--- src/rtl/mac_pkg.sv ---
// Shared MAC configuration: default widths and the width formulas used by
// the bit adder and by the shift accumulator.
package mac_pkg;

   // Default configuration of the parallel-MAC datapath
   localparam int M_DEF  = 16;  // lanes summed by the adder
   localparam int PA_DEF = 8;   // activation width
   localparam int PW_DEF = 4;   // weight-slice width / shift per slice
   localparam int N_DEF  = 2;   // slices per result

   // Width of one adder partial sum: Pa*Pw product grown by log2(M) lanes
   function automatic int sum_width(input int m, input int pa, input int pw);
      return pa + pw + $clog2(m);
   endfunction

   // Accumulator width: partial sum shifted by Pw for every later slice,
   // plus one guard bit so the full shift-and-add never overflows
   function automatic int acc_width(input int sw, input int pw, input int n);
      return sw + pw * (n - 1) + 1;
   endfunction

   // Slice counter width; a single-slice build still needs one bit
   function automatic int cnt_width(input int n);
      return (n > 1) ? $clog2(n) : 1;
   endfunction

endpackage

--- src/rtl/skid_out_reg.sv ---
// Output result register with valid/ready handshake. Holds its data while
// valid && !ready; a new load may coincide with a downstream accept so
// results stream with no bubble. Shared by the MAC result stages.
module skid_out_reg #(
   parameter int W = 8
) (
   input  logic         clk,
   input  logic         rst,
   input  logic         load,
   input  logic [W-1:0] load_data,
   output logic [W-1:0] data,
   output logic         valid,
   input  logic         ready,
   output logic         stall
);

   // Upstream must not load while a result is waiting on a busy consumer
   assign stall = valid && !ready;

   // Result register: load wins over drain, drain clears valid, otherwise hold
   always_ff @(posedge clk) begin
      if (rst) begin
         data  <= '0;
         valid <= 1'b0;
      end else if (load) begin
         data  <= load_data;
         valid <= 1'b1;
      end else if (valid && ready) begin
         valid <= 1'b0;
      end
   end

endmodule

--- src/rtl/shift_accumulator.sv ---
// Shift-and-add combiner for the parallel-MAC adder output. Receives N
// partial sums MSB slice first and emits one AW-bit dot-product result.
// Build option: SIGNED_MSB_EN gives the MSB slice two's-complement weight.
module shift_accumulator
   import mac_pkg::*;
#(
   parameter  int M  = M_DEF,
   parameter  int Pa = PA_DEF,
   parameter  int Pw = PW_DEF,
   parameter  int N  = N_DEF,
   localparam int SW = sum_width(M, Pa, Pw),
   localparam int AW = acc_width(SW, Pw, N)
) (
   input  logic          clk,
   input  logic          rst,
   input  logic          flush,
   input  logic [SW-1:0] in_sum,
   input  logic          in_valid,
   output logic          in_ready,
   output logic [AW-1:0] out_result,
   output logic          out_valid,
   input  logic          out_ready
);

   localparam int CW = cnt_width(N);

   logic [AW-1:0] acc;
   logic [AW-1:0] acc_next;
   logic [AW-1:0] sum_ext;
   logic [CW-1:0] cnt;
   logic          first;
   logic          last;
   logic          accept;
   logic          stall;

   assign sum_ext = AW'(in_sum);
   assign first   = (cnt == '0);
   assign last    = (cnt == CW'(N - 1));

   // Intermediate slices always go in; only the closing slice can collide
   // with a result still waiting downstream. Flush drops the beat.
   assign in_ready = !flush && !(last && stall);
   assign accept   = in_valid && in_ready;

   // Next accumulator value: the MSB slice seeds acc, later slices shift-add
   always_comb begin
      acc_next = (acc << Pw) + sum_ext;
      if (first) begin
`ifdef SIGNED_MSB_EN
         acc_next = '0 - sum_ext;
`else
         acc_next = sum_ext;
`endif
      end
   end

   // Slice counter and partial accumulator; flush abandons the partial result
   always_ff @(posedge clk) begin
      if (rst) begin
         acc <= '0;
         cnt <= '0;
      end else if (flush) begin
         acc <= '0;
         cnt <= '0;
      end else if (accept) begin
         acc <= acc_next;
         cnt <= last ? '0 : cnt + CW'(1);
      end
   end

   // The final shift-add feeds the output register directly, so the result
   // appears one cycle after the last slice is taken
   skid_out_reg #(
      .W (AW)
   ) u_out (
      .clk       (clk),
      .rst       (rst),
      .load      (accept && last),
      .load_data (acc_next),
      .data      (out_result),
      .valid     (out_valid),
      .ready     (out_ready),
      .stall     (stall)
   );

endmodule

--- config.mk ---
export PLATFORM = sky130hd
export DESIGN_NAME = shift_accumulator
export DESIGN_NICKNAME = d
export VERILOG_FILES = /design/src/rtl/mac_pkg.sv /design/src/rtl/skid_out_reg.sv /design/src/rtl/shift_accumulator.sv
export SDC_FILE = /design/constraint.sdc
export NUM_CORES = 1
export LEC_CHECK = 0
export ABC_AREA = 1
export ABC_CLOCK_PERIOD_IN_PS = 1900
export BUFFER_PORTS_ARGS = -buffer_cell sky130_fd_sc_hd__buf_2
export CORE_MARGIN = 2
export CORE_UTILIZATION = 55
export DETAILED_ROUTE_END_ITERATION = 10
export GPL_TIMING_DRIVEN = 0
export PLACE_DENSITY_LB_ADDON = 0.08
export SYNTH_ARGS = -nofsm -noshare
export SYNTH_HDL_FRONTEND = slang
export SYNTH_SLANG_ARGS = --single-unit
--- constraint.sdc ---
create_clock -name clk -period 1.9 [get_ports clk]
set_input_delay 0.19 -clock clk [delete_from_list [all_inputs] [get_ports clk]]
set_output_delay 0.19 -clock clk [all_outputs]
set_load 0.02 [all_outputs]
# Word-level counts from Yosys, hierarchy flattened
# Cells that the tools add are included.
# word_totals
ff_bits	40
input_bits	21
output_inout_bits	23
word_cells	21
# op_classes
n_addsub	2
muxes	4
n_reduce_logical	11
# op_table
cell	count
adder 21 x 16 -> 21 bit	1
2-to-1 mux 21 bit	1
logical AND 1 bit	6
logical NOT 1 bit	3
2-to-1 mux 1 bit	3
nonzero test 2 bit	1
OR reduction 2 bit	1
adder 1 bit (second input constant)	1

# Longest topological paths before layout
# Gate-level depths: netlist (run 1).
# depth
depth_word	8
depth_mapped	12
depth_no_buf	12

# By module
# Synthesis (run 1) repeated with hierarchy kept, for this count alone.
# hier_totals
hier_cells	389
area_unflattened_um2	2576.2
# modules_own_cells
module	n_inst	cells_each	area_each_um2	seq_area_each_um2
shift_accumulator	1	292	1750.4	360.3
skid_out_reg	1	97	825.8	440.4

# Worst setup path before layout (run 1)
# Ideal clock, no wire load.
# synth_path
path_kind	flip-flop to flip-flop
startpoint	register acc[0]
endpoint	register acc[14]
t_arrival_ns	1.528
required_ns	1.791
setup_slack_ns	0.263
stages_incl_launch_ff	13
n_path_buf	0
synth_period_minus_slack_ns	1.637
path_cell_list	dfxtp_1 ha_1 fa_1 nand3_1 nand2_1 nand2_1 nand2_1 nand2_1 nand2_1 nand2_1 nand3_1 nand2_1 inv_1
# synth_between
elab_chain_len	2
# synth_rtl
element	line_no	source
start, declared	shift_accumulator.sv:27	logic [AW-1:0] acc;
start signal, assigned	shift_accumulator.sv:66	acc <= acc_next;
adder 21 x 16 -> 21 bit	shift_accumulator.sv:47	acc_next = (acc << Pw) + sum_ext;
2-to-1 mux 21 bit	shift_accumulator.sv:48	if (first) begin
# Every way passes these cells.
# A chain may end at the register's enable or synchronous reset.

# Worst setup path in the final report (run 1)
# Ends and elaborated chain as after synthesis.

==> results.rst, run 1 <==
.. list-table::
   :header-rows: 1

   * - Metric
     - Value
   * - Sequential fraction of the synthesis area
     - 33.7%
   * - Worst setup EP type
     - flip-flop
   * - Leading cell type in the layout, fill and taps excluded
     - nand2_1
   * - Filler Cells Inserted
     - 378
   * - Synthesis-to-layout area growth
     - 16.7%
   * - Critical path's largest stage delay
     - 360 ps
   * - Hold buffers post-CTS
     - 0
   * - Post-synth cell types
     - 28
   * - Post-detailed-placement cell area
     - 0.00266 mm2
   * - Sinks on Clock Net
     - 40
   * - Input/output buffers
     - 43
   * - Data arrival time of the critical path
     - 1930 ps
   * - Reported max-cap violation count
     - 0
   * - Relative slew slack
     - 69.8%
   * - Hold path startpoint
     - in_valid
   * - Worst setup path start
     - acc[0]$_SDFFE_PP0P_
   * - First-pass GRT wire length
     - 9540 um
   * - Area taken by multi-input logic gates
     - 0.00131 mm2
   * - Count of final hold-check violations
     - 0
   * - Final weighted congestion of routability-driven global placement
     - 0.926
   * - Synthesized area divided by synthesized cell count
     - 6.72 um2
   * - Share of layout cells above drive strength 1
     - 17.3%
   * - Aggregate global-route resource usage
     - 24.6%
   * - Latest clock arrival within the worst-skew pair
     - 300 ps
   * - Core Box Area
     - 0.00409 mm2
   * - Number of DRC violations after detailed-routing iteration 0
     - 106
   * - Post-DR wirelength/cell
     - 12.6 um
   * - Number of antenna violations at the first check in global routing
     - 0
   * - DIE AREA
     - 0.00487 mm2
   * - Cell occurring most often along the worst timing path
     - nand2_1
   * - Antenna Cells
     - 0
   * - Startpoint of the most critical register-to-register path
     - acc[0]$_SDFFE_PP0P_
   * - Register area
     - 801 um2
   * - Total negative slack for setup checks
     - 0 ps
   * - Number of cells produced by synthesis
     - 354
   * - Clock tree from TritonCTS
     - built
   * - Number of nets in the synthesized netlist
     - 388
   * - Length of the first detailed-routing pass in iterations
     - 5
   * - Period utilisation layout
     - 90.8%
   * - Setup bufs post-CTS
     - 0
   * - Row count
     - 23
   * - Number of buffers on the longest clock path
     - 2
   * - GRT Residual Overflow
     - 0
   * - Cell chain of the critical path
     - ha_1 -> fa_2 -> nand3_1 -> nand2_2 -> nand2_1 -> nand2_1 -> nand2_1 -> nand2_1 -> nand2_1 -> nand3_1 -> nand2_1 -> inv_1
   * - Master of the slowest instance on the critical path
     - fa_2
   * - Post-layout net count
     - 438
   * - Clock skew after layout
     - 8.42 ps
   * - Number of max-slew violations in the final report
     - 0
   * - Final critical delay including setup and external delays
     - 1730 ps
   * - Worst-path clk slew
     - 90 ps
   * - Hold crit path type
     - in -> reg
   * - Combined area of all synthesized cells
     - 0.00238 mm2
   * - Most used cells in the layout excluding fill and tap cells
     - nand2_1, inv_1, buf_2
   * - Actual transition at the worst max-transition pin
     - 453 ps
   * - Number of global-route vias before repair
     - 2097
   * - CTS H-tree lvls
     - 2
   * - Die H
     - 69.8 um
   * - Final Core Density
     - 67.9%
   * - Largest net degree at the start of global routing
     - 15
   * - Data required time at the worst endpoint
     - 2110 ps
   * - Starting density of the core
     - 58.2%
   * - Total detailed-routing wirelength
     - 5740 um
   * - Number of setup violations in the final report
     - 0
   * - Routed via count
     - 2355
   * - Vias per cell
     - 5.18
   * - Post-route worst setup slack
     - 175 ps
   * - Number of cells on the worst reg-to-reg path
     - 12
   * - Maximum frequency from static timing analysis
     - 580 MHz
   * - Worst Path Max Fanout
     - 4
   * - Final Instance Area
     - 0.00278 mm2
   * - Maximum vdd ir drop
     - 474 uV
   * - Remaining antenna violation count after routing
     - 0
   * - Power density over the cells
     - 675 mW/mm2
   * - Post-Place Worst Slack
     - 60.8 ps
   * - Synth Warn #
     - 0
   * - I/O pin count
     - 44
   * - Worst hold path stage count
     - 3
   * - WS Path Type
     - reg -> reg
   * - Horizontal die dimension
     - 69.8 um
   * - Critical Path Start Type
     - flip-flop
   * - Clock root buffer
     - clkbuf_8
   * - Cts bufs inserted
     - 5
   * - Detail Placement HPWL
     - 4520 um
   * - CTS resizes
     - 0
   * - Post-detailed-route DRC marker count
     - 0
   * - Result of the run
     - finished, final reports clean
   * - Leakage Power
     - 1.51 nW
   * - Flip-flop and latch count after synthesis
     - 40
   * - RSZ-0062 raised after global routing
     - false
-- logic make-up after synthesis --
group / after synthesis / share of synthesized area, %
AO/OA/AOI/OAI: 52 / 12.6
XOR/XNOR: 7 / 2.58
adder cells (fa/ha/maj): 13 / 7.15
buffers and inverters: 64 / 11.6
flip-flops: 40 / 33.7
multiplexers: 2 / 0.842
AND/OR/NAND/NOR: 176 / 31.5
-- synth_stat cells --
master	number	area share (%)
buf_6	4	1.9
dfxtp_1	40	34
inv_4	1	0.26
xor2_1	4	1.5
o21a_1	8	2.5
nand2_4	2	0.95
o21ai_0	14	2.9
nand4_1	2	0.53
ha_1	12	6.3
clkbuf_1	2	0.32
nor3_1	3	0.63
mux2i_1	2	0.84
nand3_2	2	0.84
nor2_1	42	6.6
nand3_1	21	4.4
fa_1	1	0.84
o211ai_1	1	0.32
inv_2	1	0.16
or2_1	1	0.26
nand2_1	99	16
nand2_2	3	0.79
buf_2	3	0.63
a211oi_1	4	1.3
inv_1	53	8.4
nor2_8	1	0.84
o221ai_1	2	0.74
a21oi_1	23	4.8
xnor2_1	3	1.1
-- layer usage --
metal	track usage, %	part of all wire [%]
met1	29.5	43
met2	43.2	49
met3	5.52	5.7
met4	8.12	1.6
met5	0	0
-- stage by stage --
step	instances	hold WS (ps)	power, mW
3_5_place_dp	447	429	1.16
2_1_floorplan	354	323	1.08
5_1_grt	455	141	1.96
6_report	455	120	1.87
3_3_place_gp	447	422	1.15
4_1_cts	455	115	1.88
-- worst paths after layout --
| check | endpoint | slack, ps |
|---|---|---|
| worst max register to register | acc[14]$_SDFFE_PP0P_ | 170 |
| worst min register to register | u_out.data[3]$_SDFFE_PP0P_ | 470 |
| worst min-delay path | cnt$_SDFFE_PP0P_ | 120 |
| worst max-delay path | acc[14]$_SDFFE_PP0P_ | 170 |
-- power by group --
| part | switching [mW] | internal, mW |
|---|---|---|
| Sequential | 0.0142 | 0.859 |
| Clock | 0.336 | 0.396 |
| Combinational | 0.170 | 0.0980 |
-- cell type report --
cell class / count / share of cell area [%]
multi-input combinational: 250 / 47.0
sequential: 40 / 28.8
timing repair buffer: 43 / 7.75
inverter: 55 / 7.53
clock buffer: 5 / 2.48
buffer: 9 / 2.43
tap: 50 / 2.25
clock inverter: 3 / 1.67
-- worst max-delay path: cells and delay by family (launching register included) --
kind          cells  cell delay [ps]
fa+ha+maj         2              560
buf+inv           1               40
flops             1              320
simple gates      9              720
-- registers in the layout (all words and copies together), names as in the netlist --
name,flops
u_out.valid,1
acc,17
u_out.data,21
cnt,1
Note: power is estimated with default switching activity, not from simulation.
==> inputs of run 2 (changes only) <==
--- a/config.mk
+++ b/config.mk
@@ -9,9 +9,11 @@
 export ABC_CLOCK_PERIOD_IN_PS = 1900
 export BUFFER_PORTS_ARGS = -buffer_cell sky130_fd_sc_hd__buf_2
 export CORE_MARGIN = 2
-export CORE_UTILIZATION = 55
+export CORE_UTILIZATION = 58
+export CTS_BUF_LIST = sky130_fd_sc_hd__clkbuf_2
 export DETAILED_ROUTE_END_ITERATION = 10
 export GPL_TIMING_DRIVEN = 0
+export MAX_ROUTING_LAYER = met4
 export PLACE_DENSITY_LB_ADDON = 0.08
 export SYNTH_ARGS = -nofsm -noshare
 export SYNTH_HDL_FRONTEND = slang
==> run 2 against run 1 <==
Against the previous run: highest routed layer unchanged; wire length grew 4.7%; core utilization increased by 1.1 points; cell area shrank 1.3%.
==> results.rst, run 2 (synthesis results as in run 1) <==
.. list-table::
   :header-rows: 1

   * - Metric
     - Value
   * - Result of the run
     - finished, final reports clean
   * - Number of buffers on the longest clock path
     - 2
   * - Share of layout cells above drive strength 1
     - 18.9%
   * - Final total power
     - 1.54 mW
   * - Routed via count
     - 2391
   * - Data required time at the worst endpoint
     - 2220 ps
   * - Global Route met1 Usage
     - 30.6%
   * - Worst setup EP type
     - flip-flop
   * - Sinks on Clock Net
     - 40
   * - Worst Path Max Fanout
     - 4
   * - Leading cell type in the layout, fill and taps excluded
     - nand2_1
   * - Filler Cells Inserted
     - 357
   * - Row count
     - 23
   * - Cts bufs inserted
     - 5
   * - Gr busiest metal
     - met2
   * - Detail Placement HPWL
     - 4560 um
   * - Largest registers
     - u_out.data: 21 flops, acc: 17 flops
   * - Most used cells in the layout excluding fill and tap cells
     - nand2_1, inv_1, buf_2
   * - Met2 Use GR
     - 48.2%
   * - Global routing usage on met3
     - 4.28%
   * - I/O pin count
     - 44
   * - Synthesis-to-layout area growth
     - 15.2%
   * - Input/output buffers
     - 43
   * - Largest net degree at the start of global routing
     - 13
   * - Post-DR wirelength/cell
     - 13.1 um
   * - Count of final hold-check violations
     - 0
   * - Actual transition at the worst max-transition pin
     - 414 ps
   * - Total detailed-routing wirelength
     - 6010 um
   * - Latest clock arrival within the worst-skew pair
     - 420 ps
   * - Leakage Power
     - 1.49 nW
   * - Relative slew slack
     - 72.4%
   * - Remaining antenna violation count after routing
     - 0
   * - GRT Residual Overflow
     - 0
   * - Core Box Area
     - 0.00397 mm2
   * - Worst-path clk slew
     - 230 ps
   * - Vias per cell
     - 5.23
   * - Worst setup path start
     - acc[0]$_SDFFE_PP0P_
   * - Length of the first detailed-routing pass in iterations
     - 8
   * - Power density over the cells
     - 561 mW/mm2
   * - CTS H-tree lvls
     - 2
   * - Termination of the worst setup path
     - u_out.data[14]$_SDFFE_PP0P_
   * - Worst reg2reg endpoint
     - u_out.data[14]$_SDFFE_PP0P_
   * - Clock tree from TritonCTS
     - built
   * - Antenna Cells
     - 0
   * - Horizontal die dimension
     - 68.0 um
   * - Data arrival time of the critical path
     - 2140 ps
   * - Number of setup violations in the final report
     - 0
   * - Top reg by flops
     - u_out.data
   * - Hold crit path type
     - in -> reg
   * - Final Instance Area
     - 0.00274 mm2
   * - Number of DRC violations after detailed-routing iteration 0
     - 161
   * - Aggregate global-route resource usage
     - 27.4%
   * - Number of antenna violations at the first check in global routing
     - 0
   * - Post-detailed-placement cell area
     - 0.00266 mm2
   * - First-pass GRT wire length
     - 9090 um
   * - Worst reg2reg setup slack
     - 80 ps
   * - Maximum vdd ir drop
     - 476 uV
   * - Starting density of the core
     - 59.9%
   * - Final weighted congestion of routability-driven global placement
     - 0.969
   * - Post-detailed-route DRC marker count
     - 0
   * - Number of cells on the worst reg-to-reg path
     - 12
   * - Number of flip-flops under the largest register name
     - 21
   * - Startpoint of the most critical register-to-register path
     - acc[0]$_SDFFE_PP0P_
   * - Post-layout net count
     - 441
   * - DIE AREA
     - 0.00463 mm2
   * - WS Path Type
     - reg -> reg
   * - Maximum frequency from static timing analysis
     - 550 MHz
   * - Reported max-cap violation count
     - 0
   * - Final critical delay including setup and external delays
     - 1820 ps
   * - Number of max-slew violations in the final report
     - 0
   * - Period utilisation layout
     - 95.7%
   * - Number of global-route vias before repair
     - 2055
   * - Clock skew after layout
     - 28.2 ps
   * - Clock root buffer
     - clkbuf_2
   * - Critical Path Start Type
     - flip-flop
   * - Die H
     - 68.0 um
-- run 2: cell count changes in the layout (fill, tap and decap cells not counted), moves of 2 or more --
cell / previous run / this run
nand2_1: 98 / 95
clkbuf_2: 0 / 5
buf_4: 0 / 2
clkbuf_8: 5 / 0
nand2_2: 4 / 7
-- run 2: how the worst min path moves through the flow --
| stage | end | slack, ps | cells after the start | startpoint |
|---|---|---|---|---|
| 2_1_floorplan | cnt$_SDFFE_PP0P_ | 320 | 2 | in_valid |
| 3_3_place_gp | cnt$_SDFFE_PP0P_ | 430 | 3 | in_valid |
| 3_5_place_dp | cnt$_SDFFE_PP0P_ | 440 | 3 | in_valid |
| 4_1_cts | u_out.data[3]$_SDFFE_PP0P_ | 7 | 3 | in_sum[3] |
| 5_1_grt | acc[0]$_SDFFE_PP0P_ | -8 | 3 | in_sum[0] |
| 6_report | acc[2]$_SDFFE_PP0P_ | 10 | 3 | in_sum[2] |
-- run 2: through the flow --
| step | hold WS (ps) | TNS (ps) | setup WS, ps | cells | util [%] |
|---|---|---|---|---|---|
| global route | -8.38 | -14.7 | -13.6 | 457 | 69.0 |
| floorplan | 323 | 0 | 263 | 354 | - |
| CTS | 7.27 | 0 | 56.2 | 454 | 68.0 |
| finish | 10.1 | 0 | 81.4 | 457 | 69.0 |
| global placement | 433 | 0 | 17.7 | 447 | 66.9 |
| detailed placement | 438 | -70.9 | -30.5 | 447 | 66.9 |
-- run 2: final cells by class --
class / count / area (um2) / area share, %
inverters: 55 / 209 / 7.63
flip-flops and latches: 40 / 802 / 29.3
multi-input cells: 250 / 1320 / 48.2
plain buffers: 9 / 67.6 / 2.47
clock inverters: 2 / 12.5 / 0.457
repair buffers: 46 / 240 / 8.77
well taps: 50 / 62.6 / 2.28
clock buffers: 5 / 25.0 / 0.913
-- run 2: routing by layer --
| metal | up-vias | routed length, um |
|---|---|---|
| li1 | 1223 | - |
| met1 | 1065 | 2560 |
| met2 | 87 | 2970 |
| met3 | 16 | 315 |
| met4 | 0 | 169 |
| met5 | - | 0 |
-- run 2: what timing repair did --
action                                 CTS  global route
setup endpoints to repair                5             4
buffers inserted                         0             2
pin swaps                                0             4
endpoints found under the hold margin    0             1
gates resized for setup                  2             6
hold buffers                             0             1
-- run 2: worst max-delay path, stage by stage (launching register included) --
cell	delay, ps
dfxtp_2	370
ha_2	180
fa_2	400
nand3_1	110
nand2_2	100
nand2_2	80
nand2_2	80
nand2_1	90
nand2_1	60
nand2_1	80
nand3_2	90
nand2_1	70
inv_1	30
-- run 2: report_power, final --
part / switching [mW] / internal, mW
Sequential: 0.0140 / 0.863
Combinational: 0.176 / 0.102
Clock: 0.303 / 0.0810
Total: 0.493 / 1.05
